==> src/rtl/fifo_arb_pkg.sv <==
// ---------------------------------------------------------------------------
// fifo_arb_pkg
// Shared definitions for the FIFO write arbiter:
//   - arb_state_e : FSM state encoding (IDLE=0, WRITE=1)
//   - STATS_CNT_W : width of each per-requester write counter. The counters
//                   exist only when FIFO_ARB_STATS_EN is defined.
// ---------------------------------------------------------------------------
package fifo_arb_pkg;

  typedef enum logic {
    IDLE  = 1'b0,
    WRITE = 1'b1
  } arb_state_e;

  localparam int STATS_CNT_W = 8;

endpackage : fifo_arb_pkg

==> src/rtl/fifo_wr_arbiter_rr_picker.sv <==
// ---------------------------------------------------------------------------
// rr_picker
// Combinational round-robin selector. The search starts one index after
// last_winner and wraps modulo NUM_REQ, so the requester that was served
// most recently has the lowest priority.
// Ports:
//   req         in  [NUM_REQ-1:0] active requests
//   last_winner in  [IDX_W-1:0]   index of the most recently served requester
//   valid       out               at least one request is active
//   winner      out [IDX_W-1:0]   selected index, meaningful when valid=1
// ---------------------------------------------------------------------------
module rr_picker #(
  parameter int NUM_REQ = 2,
  parameter int IDX_W   = $clog2(NUM_REQ)
) (
  input  logic [NUM_REQ-1:0] req,
  input  logic [IDX_W-1:0]   last_winner,
  output logic               valid,
  output logic [IDX_W-1:0]   winner
);

  // NOTE: every output gets a default before the loop. A path that leaves a
  // combinational output unassigned would infer a latch.
  always_comb begin
    valid  = 1'b0;
    winner = '0;
    for (int i = 1; i <= NUM_REQ; i++) begin
      // The first active index met after last_winner wins. The !valid guard
      // stops later candidates from overriding it.
      if (!valid && req[(int'(last_winner) + i) % NUM_REQ]) begin
        valid  = 1'b1;
        winner = IDX_W'((int'(last_winner) + i) % NUM_REQ);
      end
    end
  end

endmodule : rr_picker

==> src/rtl/fifo_wr_arbiter.sv <==
// ---------------------------------------------------------------------------
// fifo_wr_arbiter
// Round-robin arbiter that gives NUM_REQ level-held write requesters access
// to one FIFO write port. The FSM works as follows:
//   IDLE : when a request is present and the FIFO is not full, the arbiter
//          latches the winner and its data.
//   WRITE: the arbiter issues wr_en and ack[winner] for one cycle, then
//          returns to IDLE.
// The arbiter can therefore write at most once every two cycles.
// Ports:
//   clk       in   rising-edge clock
//   rst_n     in   synchronous active-low reset
//   req       in   [NUM_REQ] write requests, each held until acked
//   req_data  in   [NUM_REQ*DATA_WIDTH] requester k data at [k*DATA_WIDTH +: DATA_WIDTH]
//   ack       out  [NUM_REQ] one-cycle pulse to the requester whose word was written
//   full      in   FIFO full flag
//   wr_en     out  FIFO write strobe
//   wr_data   out  [DATA_WIDTH] FIFO write data, 0 when wr_en=0
//   busy      out  high while in WRITE
//   wr_cnt    out  [NUM_REQ*8] per-requester wrapping write counters
//                  (present only when FIFO_ARB_STATS_EN is defined)
// ---------------------------------------------------------------------------
module fifo_wr_arbiter
  import fifo_arb_pkg::*;
#(
  parameter int NUM_REQ    = 2,
  parameter int DATA_WIDTH = 8
) (
  input  logic                          clk,
  input  logic                          rst_n,
  input  logic [NUM_REQ-1:0]            req,
  input  logic [NUM_REQ*DATA_WIDTH-1:0] req_data,
  output logic [NUM_REQ-1:0]            ack,
  input  logic                          full,
  output logic                          wr_en,
  output logic [DATA_WIDTH-1:0]         wr_data,
  output logic                          busy
`ifdef FIFO_ARB_STATS_EN
  ,
  output logic [NUM_REQ*STATS_CNT_W-1:0] wr_cnt
`endif
);

  localparam int IDX_W = $clog2(NUM_REQ);

  arb_state_e              state_q, state_d;
  logic [IDX_W-1:0]        winner_q, winner_d;
  logic [IDX_W-1:0]        last_winner_q, last_winner_d;
  logic                    wr_en_q, wr_en_d;
  logic [NUM_REQ-1:0]      ack_q, ack_d;
  logic [DATA_WIDTH-1:0]   wr_data_q, wr_data_d;

  logic                    pick_valid;
  logic [IDX_W-1:0]        pick_winner;

  rr_picker #(
    .NUM_REQ (NUM_REQ),
    .IDX_W   (IDX_W)
  ) u_rr_picker (
    .req         (req),
    .last_winner (last_winner_q),
    .valid       (pick_valid),
    .winner      (pick_winner)
  );

  // The outputs of the WRITE cycle are computed at grant time and
  // registered. When the FSM enters WRITE, wr_en, ack and wr_data are
  // therefore already flop outputs. The captured word lives in wr_data_q, so
  // later changes on req_data cannot affect it.
  always_comb begin
    state_d       = state_q;
    winner_d      = winner_q;
    last_winner_d = last_winner_q;
    wr_en_d       = 1'b0;
    ack_d         = '0;
    wr_data_d     = '0;
    unique case (state_q)
      IDLE: begin
        if (pick_valid && !full) begin
          state_d             = WRITE;
          winner_d            = pick_winner;
          wr_en_d             = 1'b1;
          ack_d[pick_winner]  = 1'b1;
          wr_data_d           = req_data[int'(pick_winner) * DATA_WIDTH +: DATA_WIDTH];
        end
      end
      WRITE: begin
        // full is deliberately ignored here. It was low at grant, so the
        // write in flight always completes.
        state_d       = IDLE;
        last_winner_d = winner_q;
      end
      default: state_d = IDLE;
    endcase
  end

  // NOTE: sequential state uses non-blocking assignments only. All flops
  // then sample their _d values from the same edge and simulation matches
  // the synthesized hardware.
  always_ff @(posedge clk) begin
    if (!rst_n) begin
      state_q       <= IDLE;
      winner_q      <= '0;
      // Resetting to the last index makes requester 0 win first.
      last_winner_q <= IDX_W'(NUM_REQ - 1);
      wr_en_q       <= 1'b0;
      ack_q         <= '0;
      wr_data_q     <= '0;
    end else begin
      state_q       <= state_d;
      winner_q      <= winner_d;
      last_winner_q <= last_winner_d;
      wr_en_q       <= wr_en_d;
      ack_q         <= ack_d;
      wr_data_q     <= wr_data_d;
    end
  end

  assign wr_en   = wr_en_q;
  assign ack     = ack_q;
  assign wr_data = wr_data_q;
  assign busy    = (state_q == WRITE);

`ifdef FIFO_ARB_STATS_EN
  logic [STATS_CNT_W-1:0] cnt_q [NUM_REQ];
  logic [STATS_CNT_W-1:0] cnt_d [NUM_REQ];

  // Each counter wraps naturally at 2**STATS_CNT_W.
  always_comb begin
    for (int k = 0; k < NUM_REQ; k++) begin
      cnt_d[k] = cnt_q[k] + STATS_CNT_W'(ack_q[k]);
    end
  end

  // NOTE: these counters are a small register array, not a RAM, so they
  // take a reset. Reset is not appropriate for inferred memory macros.
  always_ff @(posedge clk) begin
    if (!rst_n) begin
      for (int k = 0; k < NUM_REQ; k++) cnt_q[k] <= '0;
    end else begin
      for (int k = 0; k < NUM_REQ; k++) cnt_q[k] <= cnt_d[k];
    end
  end

  always_comb begin
    wr_cnt = '0;
    for (int k = 0; k < NUM_REQ; k++) begin
      wr_cnt[k*STATS_CNT_W +: STATS_CNT_W] = cnt_q[k];
    end
  end
`endif

endmodule : fifo_wr_arbiter

==> config.mk <==
export PLATFORM = sky130hd
export DESIGN_NAME = fifo_wr_arbiter
export DESIGN_NICKNAME = d
export VERILOG_FILES = /design/src/rtl/fifo_arb_pkg.sv /design/src/rtl/fifo_wr_arbiter_rr_picker.sv /design/src/rtl/fifo_wr_arbiter.sv
export SDC_FILE = /design/constraint.sdc
export NUM_CORES = 1
export LEC_CHECK = 0
export CAP_MARGIN = 30
export CORE_UTILIZATION = 31
export CTS_BUF_LIST = sky130_fd_sc_hd__clkbuf_16
export DETAILED_ROUTE_END_ITERATION = 16
export MAX_ROUTING_LAYER = met4
export PLACE_DENSITY = 0.75
export SLEW_MARGIN = 0
export SYNTH_ARGS = -nofsm -noshare
export SYNTH_HDL_FRONTEND = slang
export SYNTH_SLANG_ARGS = --single-unit
export TNS_END_PERCENT = 20
==> constraint.sdc <==
create_clock -name clk -period 1.2 [get_ports clk]
set_input_delay 0.24 -clock clk [delete_from_list [all_inputs] [get_ports clk]]
set_output_delay 0.24 -clock clk [all_outputs]
set_load 0.005 [all_outputs]
# Yosys cells after proc, flatten, opt, wreduce, memory -nomap -nowiden

Index checks and enable logic that the tools add are counted.

Div/mod/pow operators: 0
Order comparisons: 4
$add $sub $neg: 2
Reduce and logical (&&, ||, !) cells: 8
Mux-type cells: 14
$mul: 0
Bitwise logic cells: 5
Equality and inequality tests: 0
Shift-type cells: 1

Operators by type and width:

| cell                                                                 | number |
|---|---|
| 16-bit by 5-bit variable part select with 8-bit output               | 1 |
| 1-bit two-way mux                                                    | 12 |
| 2-bit by 3-bit < comparator with 1-bit output, second input constant | 2 |
| 1-bit logical AND                                                    | 3 |
| 1-bit inverter                                                       | 3 |
| 3-bit OR reduction                                                   | 1 |
| 1-bit adder, second input constant                                   | 2 |
| 1-bit AND, first input constant                                      | 2 |
| 1-bit zero test                                                      | 2 |
| 1-bit by 2-bit < comparator with 1-bit output, second input constant | 1 |
| 1-bit one-hot mux with 2 select lines                                | 1 |
| 2-bit AND reduction                                                  | 1 |
| 2-bit OR reduction                                                   | 1 |
| 1-bit demux with 1-bit select                                        | 1 |
| 1-bit greater-or-equal comparator, second input constant             | 1 |

Output and inout port bits: 12
Bits in read-only memories: 0
Register bits: 14
Input bits: 21
Bits in latches: 0
Memories: 0
RAM bits: 0
Word-level logic and storage cells: 40

# Depth between registers and ports, before layout

Gate-level depths: netlist of run 1.

Word-level depth: 13
Depth in mapped cells: 4

# By module

A second synthesis of run 1 with hierarchy kept.

Cells, all modules: 53
Area total of the unflattened synthesis: 530.5 um2

Modules (own cells, without submodules):

| module          | instances | cells an instance | area an instance (um2) |
|---|---|---|---|
| fifo_wr_arbiter | 1         | 51                | 516.7 |
| rr_picker       | 1         | 2                 | 13.8 |

# Worst setup path before layout of run 1

Ideal clock, no wire load.

Path kind: reg2reg
Start point: register state_q (netlist: busy)
End point: register wr_data_q[0] (netlist: wr_data[0])
Stages on the path, launching flop included: 5
Slack: 0.104 ns
Path buffers: 1
Data required time: 1.083 ns
Period minus slack after synthesis: 1.096 ns
Arrival time: 0.979 ns
Cells stage by stage: dfxtp_1 nor3b_2 and3_1 buf_6 a22o_1

Longest elaborated chain between the ends: 1

Ends and longest elaborated chain:

| what                                | line                   | text |
|---|---|---|
| start, declared                     | fifo_wr_arbiter.sv:46  | `arb_state_e state_q, state_d;` |
| start signal, assigned              | fifo_wr_arbiter.sv:110 | `state_q <= state_d;` |
| 3-bit OR reduction (no source line) | n/a                    |  |
| end signal, assigned                | fifo_wr_arbiter.sv:115 | `wr_data_q <= wr_data_d;` |
| end, declared                       | fifo_wr_arbiter.sv:51  | `logic [DATA_WIDTH-1:0] wr_data_q, wr_data_d;` |

Every way passes these cells.
A chain may end at the register's enable or synchronous reset.

# Final worst setup path of run 1

Start point: input port req[1]
End point: register wr_data_q[1] (netlist: wr_data[1])

Longest elaborated chain between the ends: 10
Elaborated cells on any way between the ends: 16
Those cells by class: shift (1); mux (10); bitwise (1); reduce/logical (4)

Ends and longest elaborated chain:

| what                                                                                                            | line                  | text |
|---|---|---|
| start, declared                                                                                                 | fifo_wr_arbiter.sv:31 | `input logic [NUM_REQ-1:0] req,` |
| parallel branches: the longest is 10 deep, another holds 16-bit by 5-bit variable part select with 8-bit output | n/a                   |  |

Several ways; the timed one is not identified. The select of a mux whose other input is x is not followed.

==> summary.md, run 1 <==
| Metric | Value |
|---|---|
| Mux share of post-synthesis cell area | `0.0233` |
| Detailed-route vias per instance | `4.63` |
| Layout cell share with drive strength beyond 1 | `0.153` |
| Mean routed wirelength per cell | `11.7 µm` |
| Fmax | `861 MHz` |
| Critical path class | `primary input to flop` |
| Hold/Removal Path Class | `primary input to flop` |
| Worst IR Drop VDD | `893 µV` |
| Cells traversed along the worst timing path | `clkdlybuf4s50_1 > nand2b_1 > and3_2 > a22o_1` |
| Synth Area in Adders | `0` |
| Actual slew at the worst max-slew pin | `181 ps` |
| Synthesized netlist net count | `56` |
| Area fraction in compound gates after synthesis | `0.201` |
| Chip Height | `39.2 µm` |
| Data required time of the worst path | `1320 ps` |
| Commonest non-fill, non-tap cells in the layout | `sky130_fd_sc_hd__clkdlybuf4s50_1 (17), sky130_fd_sc_hd__dlygate4sd2_1 (14), sky130_fd_sc_hd__dfxtp_1 (12)` |
| Post-Syn Instances | `35` |
| Total CTS buffers | `3` |
| Max-cap viol count | `0` |
| Post-placement cell count | `83` |
| Filler cell count | `120` |
| Final cell utilization of the core | `0.663` |
| All-Layer GR Usage | `0.174` |
| Port Buffer Count | `32` |
| Number of pins with negative max-slew slack in the final report | `0` |
| Multi-input logic area | `155 µm²` |
| Number of antenna diodes | `0` |
| Core ar. | `1300 µm²` |
| Depth of the worst hold-timing path | `3` |
| Xor-xnor portion of the synthesized cell area | `0` |
| Violation count after the first detailed-route iteration | `2` |
| Std cell rows | `13` |
| Clock net sink count | `13` |
| Post-synthesis sequential element count | `13` |
| Clk pin slew, worst setup/hold paths | `40 ps` |
| CTS root buffer | `sky130_fd_sc_hd__clkbuf_16` |
| Final setup violating endpoints | `0` |
| Worst skew pair latency | `240 ps` |
| Combinational family with the most area after synthesis | `compound AO/OA/AOI/OAI gates` |
| Final Hold Violating Endpoints | `0` |
| Antenna viol nets, final | `0` |
| First-pass iteration count of the detailed router | `2` |
| Portion of the post-synthesis area used by sequential elements | `0.606` |
| Worst hold slack after final layout | `366 ps` |
| # IOs | `33` |
| Headroom to the max-slew limit | `0.880` |
| Data arrival at the endpoint of the critical path | `1280 ps` |
| Detailed Route WL | `1020 µm` |
| R2r endpoint | `wr_data[1]$_SDFF_PP0_` |
| Leakage power of the design | `0.000416 µW` |
| Slowest cell delay on critical path | `500 ps` |
| Source of the worst register-to-register timing path | `busy$_SDFF_PP0_` |
| Routability congestion estimate | `0.650` |
| Clk buf depth | `2` |
| Initial antenna violation count | `0` |
| RSZ-0062 raised after global routing | `false` |
| Pin count of the biggest net entering global routing | `11` |
| Worst-path maximum fanout | `9` |
| Netlist cell types | `12` |
| Hold Path End | `busy$_SDFF_PP0_` |
| Global-route wire length before repair | `1700 µm` |
| Post-route DRC violation count | `0` |
| Netlist area before placement | `429 µm²` |
| Min Clock Period, post-route | `1160 ps` |
| Worst setup slack for register-to-register paths | `100 ps` |
| Final period util | `0.967` |
| Number of vias in the routed layout | `403` |
| Min-Delay Startpoint | `req[0]` |
| Area of all sequential standard cells | `262 µm²` |
| Power per Cell Area | `1400 nW/µm²` |
| X dimension of the die | `39.2 µm` |
| H-Tree Level Count | `1` |
| Most frequent standard cell in the layout excluding fill and tap cells | `sky130_fd_sc_hd__clkdlybuf4s50_1` |
| Crit-path slowest cell | `sky130_fd_sc_hd__clkdlybuf4s50_1` |
| Total overflow reported by the global router | `0` |
| Final net count | `94` |
| Critical path endpoint category | `flop` |
| Count of non-filler cells in the finished layout | `87` |
| Warning count from the yosys run | `0` |
| Synth Area per Inst | `12.3 µm²` |
| Via count of the first global-routing pass | `395` |
| Clock tree from TritonCTS | `built` |
| Setup Buffers After CTS | `0` |
| Worst Reg2Reg Path Length in Cells | `3` |
| Area of the die | `1540 µm²` |
| Kind of start point of the critical path | `primary input` |
| Initial core utilization | `0.330` |
| Result of the run | `finished, final reports clean` |
| Detail Placement HPWL | `763 µm` |
| Worst Skew | `0.801 ps` |
| Synthesized-area fraction occupied by and/or/nand/nor cells | `0.108` |
| Area growth syn-to-layout | `101%` |
[per-layer routing]
layer	track usage	vias up	part of all wire
met5	-	-	0
met4	0.0776	0	0.0098
met3	0.0520	2	0.047
met2	0.296	15	0.55
met1	0.185	186	0.39
li1	-	200	-
[area by class of cell]
cell class                      instances  area share
Multi-Input combinational cell         19       0.180
Tap cell                               15      0.0218
Clock buffer                            3      0.0871
Clock inverter                          1     0.00435
Sequential cell                        13       0.303
Timing Repair Buffer                   36       0.403
[synth_stat cells (all sizes together)]
| master | number | area [µm²] |
|---|---|---|
| nor3b | 1 | 12.5 |
| a22o | 8 | 70.1 |
| mux2i | 1 | 10.0 |
| and3 | 2 | 12.5 |
| nor2 | 1 | 3.75 |
| nand2 | 3 | 11.3 |
| nand2b | 1 | 6.26 |
| a31o | 1 | 8.76 |
| dfxtp | 13 | 260 |
| o21a | 1 | 7.51 |
| buf | 3 | 26.3 |
[worst max path at each step]
stage	slack, ps	cells past startpoint	to	from
final	40	4	wr_data[1]$_SDFF_PP0_	req[1]
after CTS	20	5	wr_data[1]$_SDFF_PP0_	req[0]
after floorplan	100	4	wr_data[0]$_SDFF_PP0_	busy$_SDFF_PP0_
after detailed placement	-380	4	wr_data[1]$_SDFF_PP0_	rst_n
after global routing	0.4	4	wr_data[1]$_SDFF_PP0_	req[1]
after global placement	-300	4	wr_data[1]$_SDFF_PP0_	rst_n
[repair_timing]
item	CTS	global route
hold buffers	0	0
pin swaps	1	0
endpoints found under the setup margin	22	8
hold endpoints to repair	0	0
resized for setup	18	1
[per-stage QoR]
step	total power [µW]	setup slack (ps)	instance area [µm²]	setup TNS, ps
after floorplan	505	104	429	0
after global placement	616	-303	785	-2950
after detailed placement	619	-382	785	-3600
after CTS	1220	22.6	860	0
after global routing	1250	0.364	862	0
final	1200	39.1	862	0
[worst max-delay path: cells and delay by family]
| kind | cells | cell delay (ps) |
|---|---|---|
| compound gates | 1 | 200 |
| buf+inv | 1 | 500 |
| simple gates | 2 | 340 |
[logic make-up (layout without fill, tap and decap cells)]
logic type / count (synthesis) / after routing
AOI/OAI and AO/OA: 10 / 10
buffers and inverters: 3 / 40
DFF: 13 / 13
muxes: 1 / 1
and+or+nand+nor: 8 / 8
[power breakdown]
part	total [µW]	internal [µW]	switching [µW]
registers	462	454	8.09
clock network	603	438	166
logic	139	100	38.7
total	1200	992	212
[registers in the layout, summed over array words and instances (netlist names)]
register and count:
wr_data 8, ack 2, busy 1, last_winner_q 1, winner_q 1
Power figures use the tool's default switching activity.
==> run 2, diff against run 1 <==
--- a/config.mk
+++ b/config.mk
@@ -11,6 +11,7 @@
 export DETAILED_ROUTE_END_ITERATION = 16
 export MAX_ROUTING_LAYER = met4
 export PLACE_DENSITY = 0.75
+export REMOVE_ABC_BUFFERS = 1
 export SLEW_MARGIN = 0
 export SYNTH_ARGS = -nofsm -noshare
 export SYNTH_HDL_FRONTEND = slang
==> summary.md, run 2 (synthesis results as in run 1) <==
| Metric | Value |
|---|---|
| Worst-path maximum fanout | `5 (was 9)` |
| Leakage power of the design | `0.000418 µW (was 0.000416 µW)` |
| Final Hold Violating Endpoints | `0 (unchanged)` |
| Result of the run | `finished, final reports clean (unchanged)` |
| Number of antenna diodes | `0 (unchanged)` |
| Core ar. | `1300 µm² (unchanged)` |
| Post-place instance area | `779 µm² (was 785 µm²)` |
| All-Layer GR Usage | `0.171 (was 0.174)` |
| Detailed-route vias per instance | `4.47 (was 4.63)` |
| Actual slew at the worst max-slew pin | `203 ps (was 181 ps)` |
| First-pass iteration count of the detailed router | `2 (unchanged)` |
| Critical path class | `primary input to flop (unchanged)` |
| Commonest non-fill, non-tap cells in the layout | `sky130_fd_sc_hd__clkdlybuf4s50_1 (17), sky130_fd_sc_hd__dlygate4sd2_1 (14), sky130_fd_sc_hd__dfxtp_1 (12) (unchanged)` |
| Routed length on met1 | `409 µm (was 395 µm)` |
| Power per Cell Area | `1400 nW/µm² (about the same)` |
| Via count of the first global-routing pass | `370 (was 395)` |
| Std cell rows | `13 (unchanged)` |
| Pin count of the biggest net entering global routing | `10 (was 11)` |
| Global-route wire length before repair | `1590 µm (was 1700 µm)` |
| Detail Placement HPWL | `775 µm (was 763 µm)` |
| Clock net sink count | `13 (unchanged)` |
| Chip Height | `39.2 µm (unchanged)` |
| Total overflow reported by the global router | `0 (unchanged)` |
| Kind of start point of the critical path | `primary input (unchanged)` |
| Top routing layer in use | `met4 (unchanged)` |
| Clock tree from TritonCTS | `built (unchanged)` |
| RSZ-0062 raised after global routing | `false (unchanged)` |
| Worst IR Drop VDD | `1000 µV (was 893 µV)` |
| X dimension of the die | `39.2 µm (unchanged)` |
| Final period util | `0.941 (was 0.967)` |
| Area of the die | `1540 µm² (unchanged)` |
| H-Tree Level Count | `1 (unchanged)` |
| CTS root buffer | `sky130_fd_sc_hd__clkbuf_16 (unchanged)` |
| Worst skew pair latency | `240 ps (about the same)` |
| Final net count | `95 (was 94)` |
| Critical path endpoint category | `flop (unchanged)` |
| Overall power | `1210 µW (was 1200 µW)` |
| # IOs | `33 (unchanged)` |
| Total CTS buffers | `3 (unchanged)` |
| Detailed Route WL | `1060 µm (was 1020 µm)` |
| Max FFs per register | `8 (unchanged)` |
| Clk buf depth | `2 (unchanged)` |
| Initial antenna violation count | `0 (unchanged)` |
| Violation count after the first detailed-route iteration | `2 (unchanged)` |
| Antenna viol nets, final | `0 (unchanged)` |
| Source of the worst register-to-register timing path | `busy$_SDFF_PP0_ (unchanged)` |
| Number of pins with negative max-slew slack in the final report | `0 (unchanged)` |
| Max-cap viol count | `0 (unchanged)` |
| Data required time of the worst path | `1330 ps (was 1320 ps)` |
| Mean routed wirelength per cell | `12.1 µm (was 11.7 µm)` |
| Number of vias in the routed layout | `393 (was 403)` |
| Final cell utilization of the core | `0.664 (was 0.663)` |
| Min-Delay Startpoint | `req[0] (unchanged)` |
| Headroom to the max-slew limit | `0.865 (was 0.880)` |
| Routability congestion estimate | `0.634 (was 0.650)` |
| Summed negative setup slack over all endpoints | `0 ps (unchanged)` |
| Final instance area | `865 µm² (was 862 µm²)` |
| Data arrival at the endpoint of the critical path | `1260 ps (was 1280 ps)` |
| Clk pin slew, worst setup/hold paths | `40 ps (about the same)` |
| Initial core utilization | `0.330 (unchanged)` |
| Most frequent standard cell in the layout excluding fill and tap cells | `sky130_fd_sc_hd__clkdlybuf4s50_1 (unchanged)` |
| Fmax | `885 MHz (was 861 MHz)` |
| Layout cell share with drive strength beyond 1 | `0.164 (was 0.153)` |
| Min Clock Period, post-route | `1130 ps (was 1160 ps)` |
| Filler cell count | `124 (was 120)` |
| Worst Skew | `1.33 ps (was 0.801 ps)` |
| Met2 routed WL | `582 µm (was 567 µm)` |
| Final setup violating endpoints | `0 (unchanged)` |
| Setup Buffers After CTS | `0 (unchanged)` |
| Area growth syn-to-layout | `101% (about the same)` |
| Port Buffer Count | `32 (unchanged)` |
| Post-route DRC violation count | `0 (unchanged)` |
| Startpoint of the worst setup timing path | `req[1] (unchanged)` |
| Sum of met3 wire segment lengths after detailed routing | `62 µm (was 48 µm)` |
| Hold/Removal Path Class | `primary input to flop (unchanged)` |
[run 2: layer usage]
metal | up-vias | track usage
met4 | 0 | 0.0776
met3 | 2 | 0.0520
li1 | 202 | -
met5 | - | -
met2 | 19 | 0.288
met1 | 170 | 0.182
[run 2: power breakdown]
group	total (µW)	internal, µW	leakage [µW]	switching (µW)
clock	603	438	0.0000423	165
sequential	462	454	0.000107	8.20
combinational	141	101	0.000269	40.6
[run 2: layout make-up]
| cell class | count | area (µm²) | share of cell area |
|---|---|---|---|
| repair buffers | 37 | 347 | 0.401 |
| well taps | 15 | 18.8 | 0.0217 |
| clock buffers | 3 | 75.1 | 0.0868 |
| clock inverters | 1 | 3.75 | 0.00434 |
| multi-input cells | 19 | 159 | 0.184 |
| flip-flops and latches | 13 | 262 | 0.302 |
[run 2: stage by stage]
stage / instances / worst slack [ps] / hold WS, ps
floorplan: 32 / 91.7 / 302
finish: 88 / 70.6 / 376
global placement: 84 / -304 / 467
CTS: 88 / 8.87 / 420
detailed placement: 84 / -355 / 472
global route: 88 / 3.68 / 403
[run 2: critical path, cell delays in order]
cell and delay, ps:
sky130_fd_sc_hd__clkdlybuf4s50_1 460, sky130_fd_sc_hd__and3_4 190, sky130_fd_sc_hd__buf_4 150, sky130_fd_sc_hd__a22o_1 220
[run 2: worst paths after layout]
kind,end,cells past startpoint,slack (ps)
setup reg to reg,wr_data[4]$_SDFF_PP0_,4,70
hold / removal,busy$_SDFF_PP0_,3,380
setup / recovery,wr_data[4]$_SDFF_PP0_,4,70
hold reg to reg,winner_q$_SDFFE_PN0P_,1,480
[run 2: timing repair]
| item | 4_1_cts | 5_1_grt |
|---|---|---|
| setup endpoints to repair | 21 | 9 |
| gates resized for setup | 20 | 1 |
| hold buffers | 0 | 0 |
| pin swaps | 1 | 0 |
==> run 3, diff against run 2 <==
--- a/config.mk
+++ b/config.mk
@@ -8,10 +8,12 @@
 export CAP_MARGIN = 30
 export CORE_UTILIZATION = 31
 export CTS_BUF_LIST = sky130_fd_sc_hd__clkbuf_16
+export CTS_CLUSTER_DIAMETER = 120
 export DETAILED_ROUTE_END_ITERATION = 16
 export MAX_ROUTING_LAYER = met4
 export PLACE_DENSITY = 0.75
 export REMOVE_ABC_BUFFERS = 1
+export SETUP_SLACK_MARGIN = 0.4
 export SLEW_MARGIN = 0
 export SYNTH_ARGS = -nofsm -noshare
 export SYNTH_HDL_FRONTEND = slang
==> summary.md, run 3 (synthesis results as in run 1) <==
| Metric | Value |
|---|---|
| Worst Skew | `1.04 ps (was 1.33 ps)` |
| Routability congestion estimate | `0.634 (unchanged)` |
| Max-cap viol count | `0 (unchanged)` |
| Final setup violating endpoints | `0 (unchanged)` |
| Number of vias in the routed layout | `398 (was 393)` |
| Actual slew at the worst max-slew pin | `197 ps (was 203 ps)` |
| Number of buffers added to fix hold violations after cts | `0 (unchanged)` |
| Min Clock Period, post-route | `1110 ps (was 1130 ps)` |
| Via count of the first global-routing pass | `382 (was 370)` |
| Core ar. | `1300 µm² (unchanged)` |
| Area growth syn-to-layout | `105% (was 101%)` |
| Summed negative setup slack over all endpoints | `0 ps (unchanged)` |
| # IOs | `33 (unchanged)` |
| Final instance area | `878 µm² (was 865 µm²)` |
| Initial antenna violation count | `0 (unchanged)` |
| All-Layer GR Usage | `0.174 (was 0.171)` |
| Clk pin slew, worst setup/hold paths | `40 ps (about the same)` |
| Detailed-route vias per instance | `4.42 (was 4.47)` |
| Number of pins with negative max-slew slack in the final report | `0 (unchanged)` |
| Detailed Route WL | `1090 µm (was 1060 µm)` |
| Most frequent standard cell in the layout excluding fill and tap cells | `sky130_fd_sc_hd__clkdlybuf4s50_1 (unchanged)` |
| Std cell rows | `13 (unchanged)` |
| Global-route wire length before repair | `1640 µm (was 1590 µm)` |
| Worst skew pair latency | `240 ps (about the same)` |
| Total overflow reported by the global router | `0 (unchanged)` |
| Total CTS buffers | `3 (unchanged)` |
| First-pass iteration count of the detailed router | `2 (unchanged)` |
| Initial core utilization | `0.330 (unchanged)` |
| X dimension of the die | `39.2 µm (unchanged)` |
| Area of the die | `1540 µm² (unchanged)` |
| Worst-path maximum fanout | `5 (unchanged)` |
| Least setup slack across all paths after layout | `86.6 ps (was 70.6 ps)` |
| Number of antenna diodes | `0 (unchanged)` |
| Critical path class | `flop to flop (was primary input to flop)` |
| Commonest non-fill, non-tap cells in the layout | `sky130_fd_sc_hd__clkdlybuf4s50_1 (16), sky130_fd_sc_hd__dlygate4sd2_1 (14), sky130_fd_sc_hd__dfxtp_1 (12) (was sky130_fd_sc_hd__clkdlybuf4s50_1 (17), sky130_fd_sc_hd__dlygate4sd2_1 (14), sky130_fd_sc_hd__dfxtp_1 (12))` |
| Data arrival at the endpoint of the critical path | `1290 ps (was 1260 ps)` |
| Placement Setup Slack | `-355 ps (unchanged)` |
| Port Buffer Count | `32 (unchanged)` |
| H-Tree Level Count | `1 (unchanged)` |
| Headroom to the max-slew limit | `0.868 (was 0.865)` |
| Worst hold slack after final layout | `415 ps (was 376 ps)` |
| Layout cell share with drive strength beyond 1 | `0.200 (was 0.164)` |
| Violation count after the first detailed-route iteration | `2 (unchanged)` |
| Result of the run | `finished, final reports clean (unchanged)` |
| Filler cell count | `118 (was 124)` |
| Max FFs per register | `8 (unchanged)` |
| Worst IR Drop VDD | `1000 µV (about the same)` |
| Leakage power of the design | `0.000418 µW (about the same)` |
| RSZ-0062 raised after global routing | `true (was false)` |
| Fmax | `898 MHz (was 885 MHz)` |
| Antenna viol nets, final | `0 (unchanged)` |
| Mean routed wirelength per cell | `12.1 µm (about the same)` |
| Final cell utilization of the core | `0.675 (was 0.664)` |
| Critical path endpoint category | `flop (unchanged)` |
| Final Hold Violating Endpoints | `0 (unchanged)` |
| Power per Cell Area | `1380 nW/µm² (was 1400 nW/µm²)` |
| Post-place instance area | `779 µm² (unchanged)` |
| Pin count of the biggest net entering global routing | `10 (unchanged)` |
| Kind of start point of the critical path | `flop (was primary input)` |
| Detail Placement HPWL | `775 µm (unchanged)` |
| Clock tree from TritonCTS | `built (unchanged)` |
| Post-route DRC violation count | `0 (unchanged)` |
| Hold/Removal Path Class | `primary input to flop (unchanged)` |
| Chip Height | `39.2 µm (unchanged)` |
| CTS root buffer | `sky130_fd_sc_hd__clkbuf_16 (unchanged)` |
| Clock net sink count | `13 (unchanged)` |
| Final net count | `97 (was 95)` |
| Clk buf depth | `2 (unchanged)` |
| Data required time of the worst path | `1380 ps (was 1330 ps)` |
| Final period util | `0.928 (was 0.941)` |
[run 3: cell types whose count changed in the layout (fill, tap and decap cells not counted)]
cell	change
sky130_fd_sc_hd__buf_4	+1
sky130_fd_sc_hd__dfxtp_2	-1
sky130_fd_sc_hd__dlymetal6s2s_1	-1
sky130_fd_sc_hd__buf_6	+1
sky130_fd_sc_hd__clkdlybuf4s50_1	-1
sky130_fd_sc_hd__clkdlybuf4s15_1	+1
sky130_fd_sc_hd__buf_2	+1
sky130_fd_sc_hd__dfxtp_4	+1
[run 3: layout make-up]
cell class                      count  area (µm²)  area share
Multi-Input combinational cell     19         159       0.181
Timing Repair Buffer               39         358       0.407
Clock buffer                        3        75.1      0.0855
Sequential cell                    13         264       0.301
Clock inverter                      1        3.75     0.00427
Tap cell                           15        18.8      0.0214
[run 3: where the power goes]
group	switching, µW	internal, µW	total (µW)
clock	166	438	604
combinational	41.9	103	145
sequential	8.35	453	461
total	216	994	1210
[run 3: stage by stage]
step	instances	power (µW)
detailed placement	84	619
CTS	89	1220
global route	90	1250
global placement	84	616
finish	90	1210
floorplan	32	499
[run 3: what timing repair did]
action,4_1_cts,5_1_grt
buffers inserted,1,1
pin swaps,4,3
resized for setup,28,0
endpoints found under the setup margin,25,25
[run 3: routing by layer]
metal  part of all wire  vias up  global-route usage
met4             0.0083        0              0.0776
li1                   -      206                   -
met2               0.55       19               0.300
met1               0.38      171               0.181
met3              0.061        2              0.0520
met5                  0        -                   -
[run 3: critical path: stages, from the launching register on]
cell and delay, ps:
sky130_fd_sc_hd__dfxtp_4 350, sky130_fd_sc_hd__nor3b_4 220, sky130_fd_sc_hd__and3_4 230, sky130_fd_sc_hd__buf_6 110
sky130_fd_sc_hd__a22o_1 140
[run 3: path summary, 6_finish.rpt]
path / start / to / slack [ps] / cells after the start
hold / removal: req[1] / busy$_SDFF_PP0_ / 410 / 2
hold reg to reg: winner_q$_SDFFE_PN0P_ / winner_q$_SDFFE_PN0P_ / 480 / 1
setup / recovery: busy$_SDFF_PP0_ / wr_data[5]$_SDFF_PP0_ / 90 / 4
setup reg to reg: busy$_SDFF_PP0_ / wr_data[5]$_SDFF_PP0_ / 90 / 4
